`config.mk`:
```
export PLATFORM = sky130hd
export DESIGN_NAME = dsp_mac_engine_flat
export DESIGN_NICKNAME = d
export VERILOG_FILES = /design/src/rtl/dsp_mac_engine_if.sv /design/src/rtl/dsp_mac_engine.sv /design/src/flat_wrapper.sv
export SDC_FILE = /design/constraint.sdc
export NUM_CORES = 2
export LEC_CHECK = 0
export CAP_MARGIN = 20
export CORE_ASPECT_RATIO = 0.5
export CORE_UTILIZATION = 40
export DETAILED_ROUTE_END_ITERATION = 6
export REMOVE_ABC_BUFFERS = 1
export SLEW_MARGIN = 20
export SYNTH_ARGS = -nofsm -noshare
export SYNTH_HDL_FRONTEND = slang
export SYNTH_SLANG_ARGS = --single-unit
```
`constraint.sdc`:
```
create_clock -name clk -period 7.8 [get_ports clk]
set_input_delay 1.17 -clock clk [delete_from_list [all_inputs] [get_ports clk]]
set_output_delay 1.17 -clock clk [all_outputs]
set_load 0.005 [all_outputs]
```
`src/rtl/dsp_mac_engine_if.sv`:
```
// Operand/result bundle for dsp_mac_engine: inputs qualified by in_valid, results marked by p_valid.
// No backpressure; ce is the only throttle and stalls the whole pipeline.
interface dsp_mac_engine_if #(
    parameter int AW = 18,
    parameter int BW = 18,
    parameter int PW = 48
);
    logic              ce;
    logic              in_valid;
    logic [AW-1:0]     a;
    logic [BW-1:0]     b;
    logic [BW-1:0]     d;
    logic [PW-1:0]     c;
    logic [5:0]        opmode;
    logic              carryin;
    logic [AW+BW:0]    m;
    logic [PW-1:0]     p;
    logic              p_valid;
    logic              carryout;
    logic              sat;

    modport master (
        output ce, in_valid, a, b, d, c, opmode, carryin,
        input  m, p, p_valid, carryout, sat
    );

    modport slave (
        input  ce, in_valid, a, b, d, c, opmode, carryin,
        output m, p, p_valid, carryout, sat
    );
endinterface

```
`src/rtl/dsp_mac_engine.sv`:
```
// Four-stage pre-add / multiply / post-add MAC with dot-product grouping; result 4 enabled edges after accept.
// No backpressure: one sample per enabled cycle; ce=0 freezes every register and masks p_valid.
module dsp_mac_engine #(
    parameter int AW      = 18,
    parameter int BW      = 18,
    parameter int PW      = 48,
    parameter int DOT_LEN = 8,
    parameter int SAT_EN  = 1
) (
    input  logic             clk,
    input  logic             rst_n,
    dsp_mac_engine_if.slave  bus
);
    localparam int MW = AW + BW + 1;
    localparam int SW = PW + 1;
    localparam logic [7:0] DOT_LAST = 8'(DOT_LEN - 1);

    if (PW < AW + BW + 1 || DOT_LEN < 2 || DOT_LEN > 256) begin : g_param_check
        $error("dsp_mac_engine: PW must be >= AW+BW+1 and DOT_LEN within 2..256");
    end

    // Stage 1: input capture
    logic [AW-1:0] a1_q;
    logic [BW-1:0] b1_q;
    logic [BW-1:0] d1_q;
    logic [PW-1:0] c1_q;
    logic [5:0]    op1_q;
    logic          ci1_q;
    logic          v1_q;

    // Stage 2: pre-adder result with A and the post-add controls delayed alongside
    logic [BW:0]   pre2_d;
    logic [BW:0]   pre2_q;
    logic [AW-1:0] a2_q;
    logic [PW-1:0] c2_q;
    logic [5:2]    op2_q;
    logic          ci2_q;
    logic          v2_q;

    // Stage 3: product register
    logic [MW-1:0] m_d;
    logic [MW-1:0] m_q;
    logic [PW-1:0] c3_q;
    logic [5:2]    op3_q;
    logic          ci3_q;
    logic          v3_q;

    // Stage 4: post-adder, accumulator and dot-product counter
    logic [PW-1:0] z;
    logic [SW-1:0] m_ext;
    logic [SW-1:0] sum;
    logic [PW-1:0] p_d, p_q;
    logic          co_d, co_q;
    logic          sat_d, sat_q;
    logic          pv_d, pv_q;
    logic [7:0]    cnt_d, cnt_q;

    always_ff @(posedge clk or negedge rst_n) begin
        if (!rst_n) begin
            a1_q  <= '0;
            b1_q  <= '0;
            d1_q  <= '0;
            c1_q  <= '0;
            op1_q <= '0;
            ci1_q <= 1'b0;
            v1_q  <= 1'b0;
        end else if (bus.ce) begin
            v1_q <= bus.in_valid;
            if (bus.in_valid) begin
                a1_q  <= bus.a;
                b1_q  <= bus.b;
                d1_q  <= bus.d;
                c1_q  <= bus.c;
                op1_q <= bus.opmode;
                ci1_q <= bus.carryin;
            end
        end
    end

    // D-B wraps modulo 2^(BW+1); the extra bit keeps D+B exact
    always_comb begin
        pre2_d = {1'b0, b1_q};
        if (op1_q[0]) begin
            pre2_d = op1_q[1] ? ({1'b0, d1_q} - {1'b0, b1_q})
                              : ({1'b0, d1_q} + {1'b0, b1_q});
        end
    end

    always_ff @(posedge clk or negedge rst_n) begin
        if (!rst_n) begin
            pre2_q <= '0;
            a2_q   <= '0;
            c2_q   <= '0;
            op2_q  <= '0;
            ci2_q  <= 1'b0;
            v2_q   <= 1'b0;
        end else if (bus.ce) begin
            v2_q <= v1_q;
            if (v1_q) begin
                pre2_q <= pre2_d;
                a2_q   <= a1_q;
                c2_q   <= c1_q;
                op2_q  <= op1_q[5:2];
                ci2_q  <= ci1_q;
            end
        end
    end

    assign m_d = MW'(a2_q) * MW'(pre2_q);

    always_ff @(posedge clk or negedge rst_n) begin
        if (!rst_n) begin
            m_q   <= '0;
            c3_q  <= '0;
            op3_q <= '0;
            ci3_q <= 1'b0;
            v3_q  <= 1'b0;
        end else if (bus.ce) begin
            v3_q <= v2_q;
            if (v2_q) begin
                m_q   <= m_d;
                c3_q  <= c2_q;
                op3_q <= op2_q;
                ci3_q <= ci2_q;
            end
        end
    end

    // Dot mode overrides the Z select: first sample of a group starts from zero
    always_comb begin
        z = '0;
        if (op3_q[5]) begin
            z = (cnt_q == 8'd0) ? '0 : p_q;
        end else begin
            case (op3_q[3:2])
                2'd1:    z = c3_q;
                2'd2:    z = p_q;
                default: z = '0;
            endcase
        end
    end

    // M < 2^PW, so M + CARRYIN never overflows SW bits; bit PW is carry or borrow
    assign m_ext = SW'(m_q) + SW'(ci3_q);
    assign sum   = op3_q[4] ? ({1'b0, z} - m_ext) : ({1'b0, z} + m_ext);

    always_comb begin
        p_d   = p_q;
        co_d  = co_q;
        sat_d = sat_q;
        cnt_d = cnt_q;
        pv_d  = 1'b0;
        if (v3_q) begin
            co_d  = sum[PW];
            sat_d = 1'b0;
            p_d   = sum[PW-1:0];
            if (SAT_EN != 0 && sum[PW]) begin
                sat_d = 1'b1;
                p_d   = op3_q[4] ? '0 : '1;
            end
            if (op3_q[5]) begin
                if (cnt_q == DOT_LAST) begin
                    cnt_d = 8'd0;
                    pv_d  = 1'b1;
                end else begin
                    cnt_d = cnt_q + 8'd1;
                end
            end else begin
                cnt_d = 8'd0;
                pv_d  = 1'b1;
            end
        end
    end

    always_ff @(posedge clk or negedge rst_n) begin
        if (!rst_n) begin
            p_q   <= '0;
            co_q  <= 1'b0;
            sat_q <= 1'b0;
            pv_q  <= 1'b0;
            cnt_q <= '0;
        end else if (bus.ce) begin
            p_q   <= p_d;
            co_q  <= co_d;
            sat_q <= sat_d;
            pv_q  <= pv_d;
            cnt_q <= cnt_d;
        end
    end

    // A pulse held across a stall is shown once, in the first enabled cycle
    assign bus.p_valid  = pv_q & bus.ce;
    assign bus.m        = m_q;
    assign bus.p        = p_q;
    assign bus.carryout = co_q;
    assign bus.sat      = sat_q;
endmodule

```
`src/flat_wrapper.sv`:
```
// flat-port wrapper written by rule: the top's interface ports become plain ports
module dsp_mac_engine_flat 
#(
    parameter int AW      = 18,
    parameter int BW      = 18,
    parameter int PW      = 48,
    parameter int DOT_LEN = 8,
    parameter int SAT_EN  = 1
)
  (clk, rst_n, bus_ce, bus_in_valid, bus_a, bus_b, bus_d, bus_c, bus_opmode, bus_carryin, bus_m, bus_p, bus_p_valid, bus_carryout, bus_sat);
  dsp_mac_engine_if #(.AW(AW), .BW(BW), .PW(PW)) bus_i ();
  input  logic clk;
  input  logic rst_n;
  input wire logic [$bits(bus_i.ce)-1:0] bus_ce;
  input wire logic [$bits(bus_i.in_valid)-1:0] bus_in_valid;
  input wire logic [$bits(bus_i.a)-1:0] bus_a;
  input wire logic [$bits(bus_i.b)-1:0] bus_b;
  input wire logic [$bits(bus_i.d)-1:0] bus_d;
  input wire logic [$bits(bus_i.c)-1:0] bus_c;
  input wire logic [$bits(bus_i.opmode)-1:0] bus_opmode;
  input wire logic [$bits(bus_i.carryin)-1:0] bus_carryin;
  output wire logic [$bits(bus_i.m)-1:0] bus_m;
  output wire logic [$bits(bus_i.p)-1:0] bus_p;
  output wire logic [$bits(bus_i.p_valid)-1:0] bus_p_valid;
  output wire logic [$bits(bus_i.carryout)-1:0] bus_carryout;
  output wire logic [$bits(bus_i.sat)-1:0] bus_sat;
  assign bus_i.ce = bus_ce;
  assign bus_i.in_valid = bus_in_valid;
  assign bus_i.a = bus_a;
  assign bus_i.b = bus_b;
  assign bus_i.d = bus_d;
  assign bus_i.c = bus_c;
  assign bus_i.opmode = bus_opmode;
  assign bus_i.carryin = bus_carryin;
  assign bus_m = bus_i.m;
  assign bus_p = bus_i.p;
  assign bus_p_valid = bus_i.p_valid;
  assign bus_carryout = bus_i.carryout;
  assign bus_sat = bus_i.sat;
  dsp_mac_engine #(.AW(AW), .BW(BW), .PW(PW), .DOT_LEN(DOT_LEN), .SAT_EN(SAT_EN)) u_core (.clk(clk), .rst_n(rst_n), .bus(bus_i));
endmodule
```
==> results.py <==
metrics = {
    "routing": {
        "drt_iter0_drc": 1513,
        "via_per_inst": 5.28,
        "wl_per_cell_um": 19.4,
        "drc_errors": 7,
        "antenna_left": 0,
        "route.vias.total": 23176,
        "dr.pass1.iters": 7,
        "routed_wl_mm": 85.0,
    },
    "logic_synthesis": {
        "synthTopCellsByArea": "dfrtp_1 (28%), fa_1 (18%), mux2_2 (8.7%), ha_1 (7.4%), inv_1 (4.5%)",
        "synth-seq-cells": 350,
        "yosys.area_share.simple_pct": 14.5,
        "yosys_warnings": 0,
        "synth-edff-count": 0,
        "synthArstFlopShare_pct": 100,
        "synth_compound_area_share_pct": 11.1,
        "syn_inst": 3244,
        "syn-cell-area_um2": 31200,
        "synth.avg_cell_area_um2": 9.61,
        "synth_adder_area_share_pct": 25.0,
        "yosys_most_used_dff": "dfrtp_1",
        "synth_top_area_share_pct": 28.1,
        "seq_area_frac_synth_pct": 28.1,
        "synth_xor_xnor_area_share_pct": 4.94,
        "synth.distinct_cells": 87,
        "synth_top_family_by_area": "adder cells",
        "synthMuxAreaShare_pct": 9.45,
        "yosysTopAreaCell": "dfrtp_1",
    },
    "global_routing": {
        "grt_overflow_total": 0,
        "grt_usage_pct": 21.9,
        "grt_first_pass_wirelength_mm": 136,
        "grt_max_degree": 141,
        "antenna_found_initial": 0,
        "grt_pass1_vias": 24057,
    },
    "flow_run": {
        "maxCapViolCount": 0,
    },
    "place": {
        "post-place-ws_ns": 0.499,
        "io_buffers": 200,
        "gp_congestion": 0.939,
        "place_hpwl_mm": 65.3,
    },
    "sta": {
        "slew_viol_final": 0,
        "clock_skew_ns": 0.0139,
        "final.setup.worst_slack_ns": 0.480,
        "setup_tns_ns": 0,
        "min_period_ns": 7.32,
        "fin_crit_sh_pct": 93.8,
        "max_freq_mhz": 137,
        "hold_violations": 0,
        "finalSetupViolCount": 0,
        "worstMarginPinSlew_ns": 1.07,
        "rsz0062_at_grt": "false",
        "max_slew_margin_pct": 28.4,
        "hold_slack_ns": 0.499,
    },
    "clock_tree": {
        "numCtsBuffers": 39,
        "tritoncts": "yes",
        "htreeDepth": 2,
        "path_clk_slew_ns": 0.07,
        "clock_tree.root_cell": "clkbuf_16",
        "worstSkewPairLatency_ns": 0.58,
        "cts.repair.resized": 0,
        "clock_path_buffers": 3,
        "holdBufCountCts": 0,
        "clock_sinks": 350,
    },
    "min_path": {
        "hold_path_class": "register to register",
    },
    "final_layout": {
        "nNetsFinal": 3910,
        "layout_commonest_cell": "inv_1",
        "final_cell_mix": "inv_1 (377), nand2_1 (358), dfrtp_1 (350), fa_1 (274), mux2_2 (241)",
        "num_antenna_cells": 0,
        "syn2layout_area_growth_pct": 13.5,
        "drive_gt1_share_pct": 12.1,
    },
    "status": {
        "outcome": "finished, violations left",
        "violations": "DRC",
    },
    "critical_path": {
        "cp.required_ns": 8.23,
        "critPathLaunchType": "register",
        "crit_arrival_ns": 7.75,
        "crit_type": "register to register",
        "cp-end-kind": "register",
        "cp_max_fo": 20,
    },
    "floorplan": {
        "die-area_um2": 79100,
        "num_rows": 71,
        "die_h_um": 199,
        "num_io_pins": 201,
        "die_x_um": 397,
        "start_util_pct": 41.0,
        "core_area_um2": 76100,
    },
}
## cells by family after synthesis
group,after synthesis
buffers and inverters,555
XOR/XNOR,175
multiplexers,263
AO/OA/AOI/OAI,530
adder cells (fa/ha/maj),459
flip-flops,350
AND/OR/NAND/NOR,912
## final timing paths
| path | from | endpoint | slack (ns) | cells after the start |
|---|---|---|---|---|
| setup / recovery | u_core.a2_q[13]$_DFFE_PN0P_ | u_core.bus.m[35]$_DFFE_PN0P_ | 0.48 | 20 |
| hold / removal | u_core.c2_q[19]$_DFFE_PN0P_ | u_core.c3_q[19]$_DFFE_PN0P_ | 0.50 | 1 |
| setup reg to reg | u_core.a2_q[13]$_DFFE_PN0P_ | u_core.bus.m[35]$_DFFE_PN0P_ | 0.48 | 20 |
| hold reg to reg | u_core.c2_q[19]$_DFFE_PN0P_ | u_core.c3_q[19]$_DFFE_PN0P_ | 0.50 | 1 |
| max in group asynchronous | rst_n | u_core.c1_q[43]$_DFFE_PN0P_ | 5.76 | 2 |
| min in group asynchronous | rst_n | u_core.d1_q[7]$_DFFE_PN0P_ | 0.64 | 1 |
## what timing repair did
action	4_1_cts	5_1_grt
setup buffers	0	3
endpoints found under the hold margin	0	0
endpoints found under the setup margin	0	32
## cell type report
type	instances	area, um2
Fill cell	7278	40700
Multi-Input combinational cell	2339	20300
Sequential cell	350	8760
Timing Repair Buffer	231	2280
Inverter	377	1420
Tap cell	1022	1280
Clock buffer	55	1130
Clock inverter	16	223
## synthesized netlist by cell type (18+ instances only)
library cell,number
xnor2_1,109
nand3_1,46
clkbuf_1,154
dfrtp_1,350
nand4_1,31
ha_1,185
o21ai_0,125
xor2_1,65
and2_1,167
nand2_1,361
mux2i_1,21
a22o_1,49
mux2_2,241
a21oi_1,138
fa_1,274
nor3_1,32
nand2b_1,18
nor2_1,143
a31oi_1,29
a21oi_2,20
a21o_1,55
inv_1,377
and3_1,28
## worst max-delay path, cell delays in order (launching register included)
cell,delay (ns)
dfrtp_1,1.04
nand2_1,0.18
fa_1,0.56
inv_1,0.05
fa_1,0.47
fa_1,0.53
fa_1,0.55
fa_1,0.55
inv_1,0.05
fa_1,0.53
inv_1,0.04
ha_1,0.34
a21o_1,0.20
or4_1,0.47
o21ai_1,0.20
o31ai_1,0.15
a311oi_1,0.56
o211ai_1,0.20
a31oi_1,0.24
xor2_1,0.17
o21ai_1,0.07
## sequential cells by signal (all words and copies together), names as in the netlist, 4 cells and up
name and cells:
u_core.bus.p 48, u_core.c1_q 48, u_core.c2_q 48, u_core.c3_q 48
u_core.bus.m 37, u_core.pre2_q 19, u_core.a1_q 18, u_core.a2_q 18
u_core.b1_q 18, u_core.d1_q 18, u_core.cnt_q 8, u_core.op1_q 6
u_core.op2_q 4, u_core.op3_q 4
## layer usage
metal | GRT usage [%] | part of all wire (%) | up-vias | routed length [um]
li1 | - | - | 10931 | -
met1 | 30.4 | 47 | 11588 | 39800
met2 | 35.4 | 46 | 544 | 38700
met3 | 3.36 | 5.2 | 113 | 4380
met4 | 6.16 | 2.5 | 0 | 2150
met5 | 0 | 0 | - | 0
## metrics by stage
stage | cells | utilization, % | area (um2)
3_3_place_gp | 4316 | 44.7 | 34000
2_1_floorplan | 3066 | - | 30400
6_report | 4390 | 46.5 | 35400
4_1_cts | 4387 | 46.5 | 35400
3_5_place_dp | 4316 | 44.7 | 34000
5_1_grt | 4390 | 46.5 | 35400
Power is left out: the tool's default activity adds up to more than one toggle a clock period on the data nets, which glitch-free logic cannot reach.
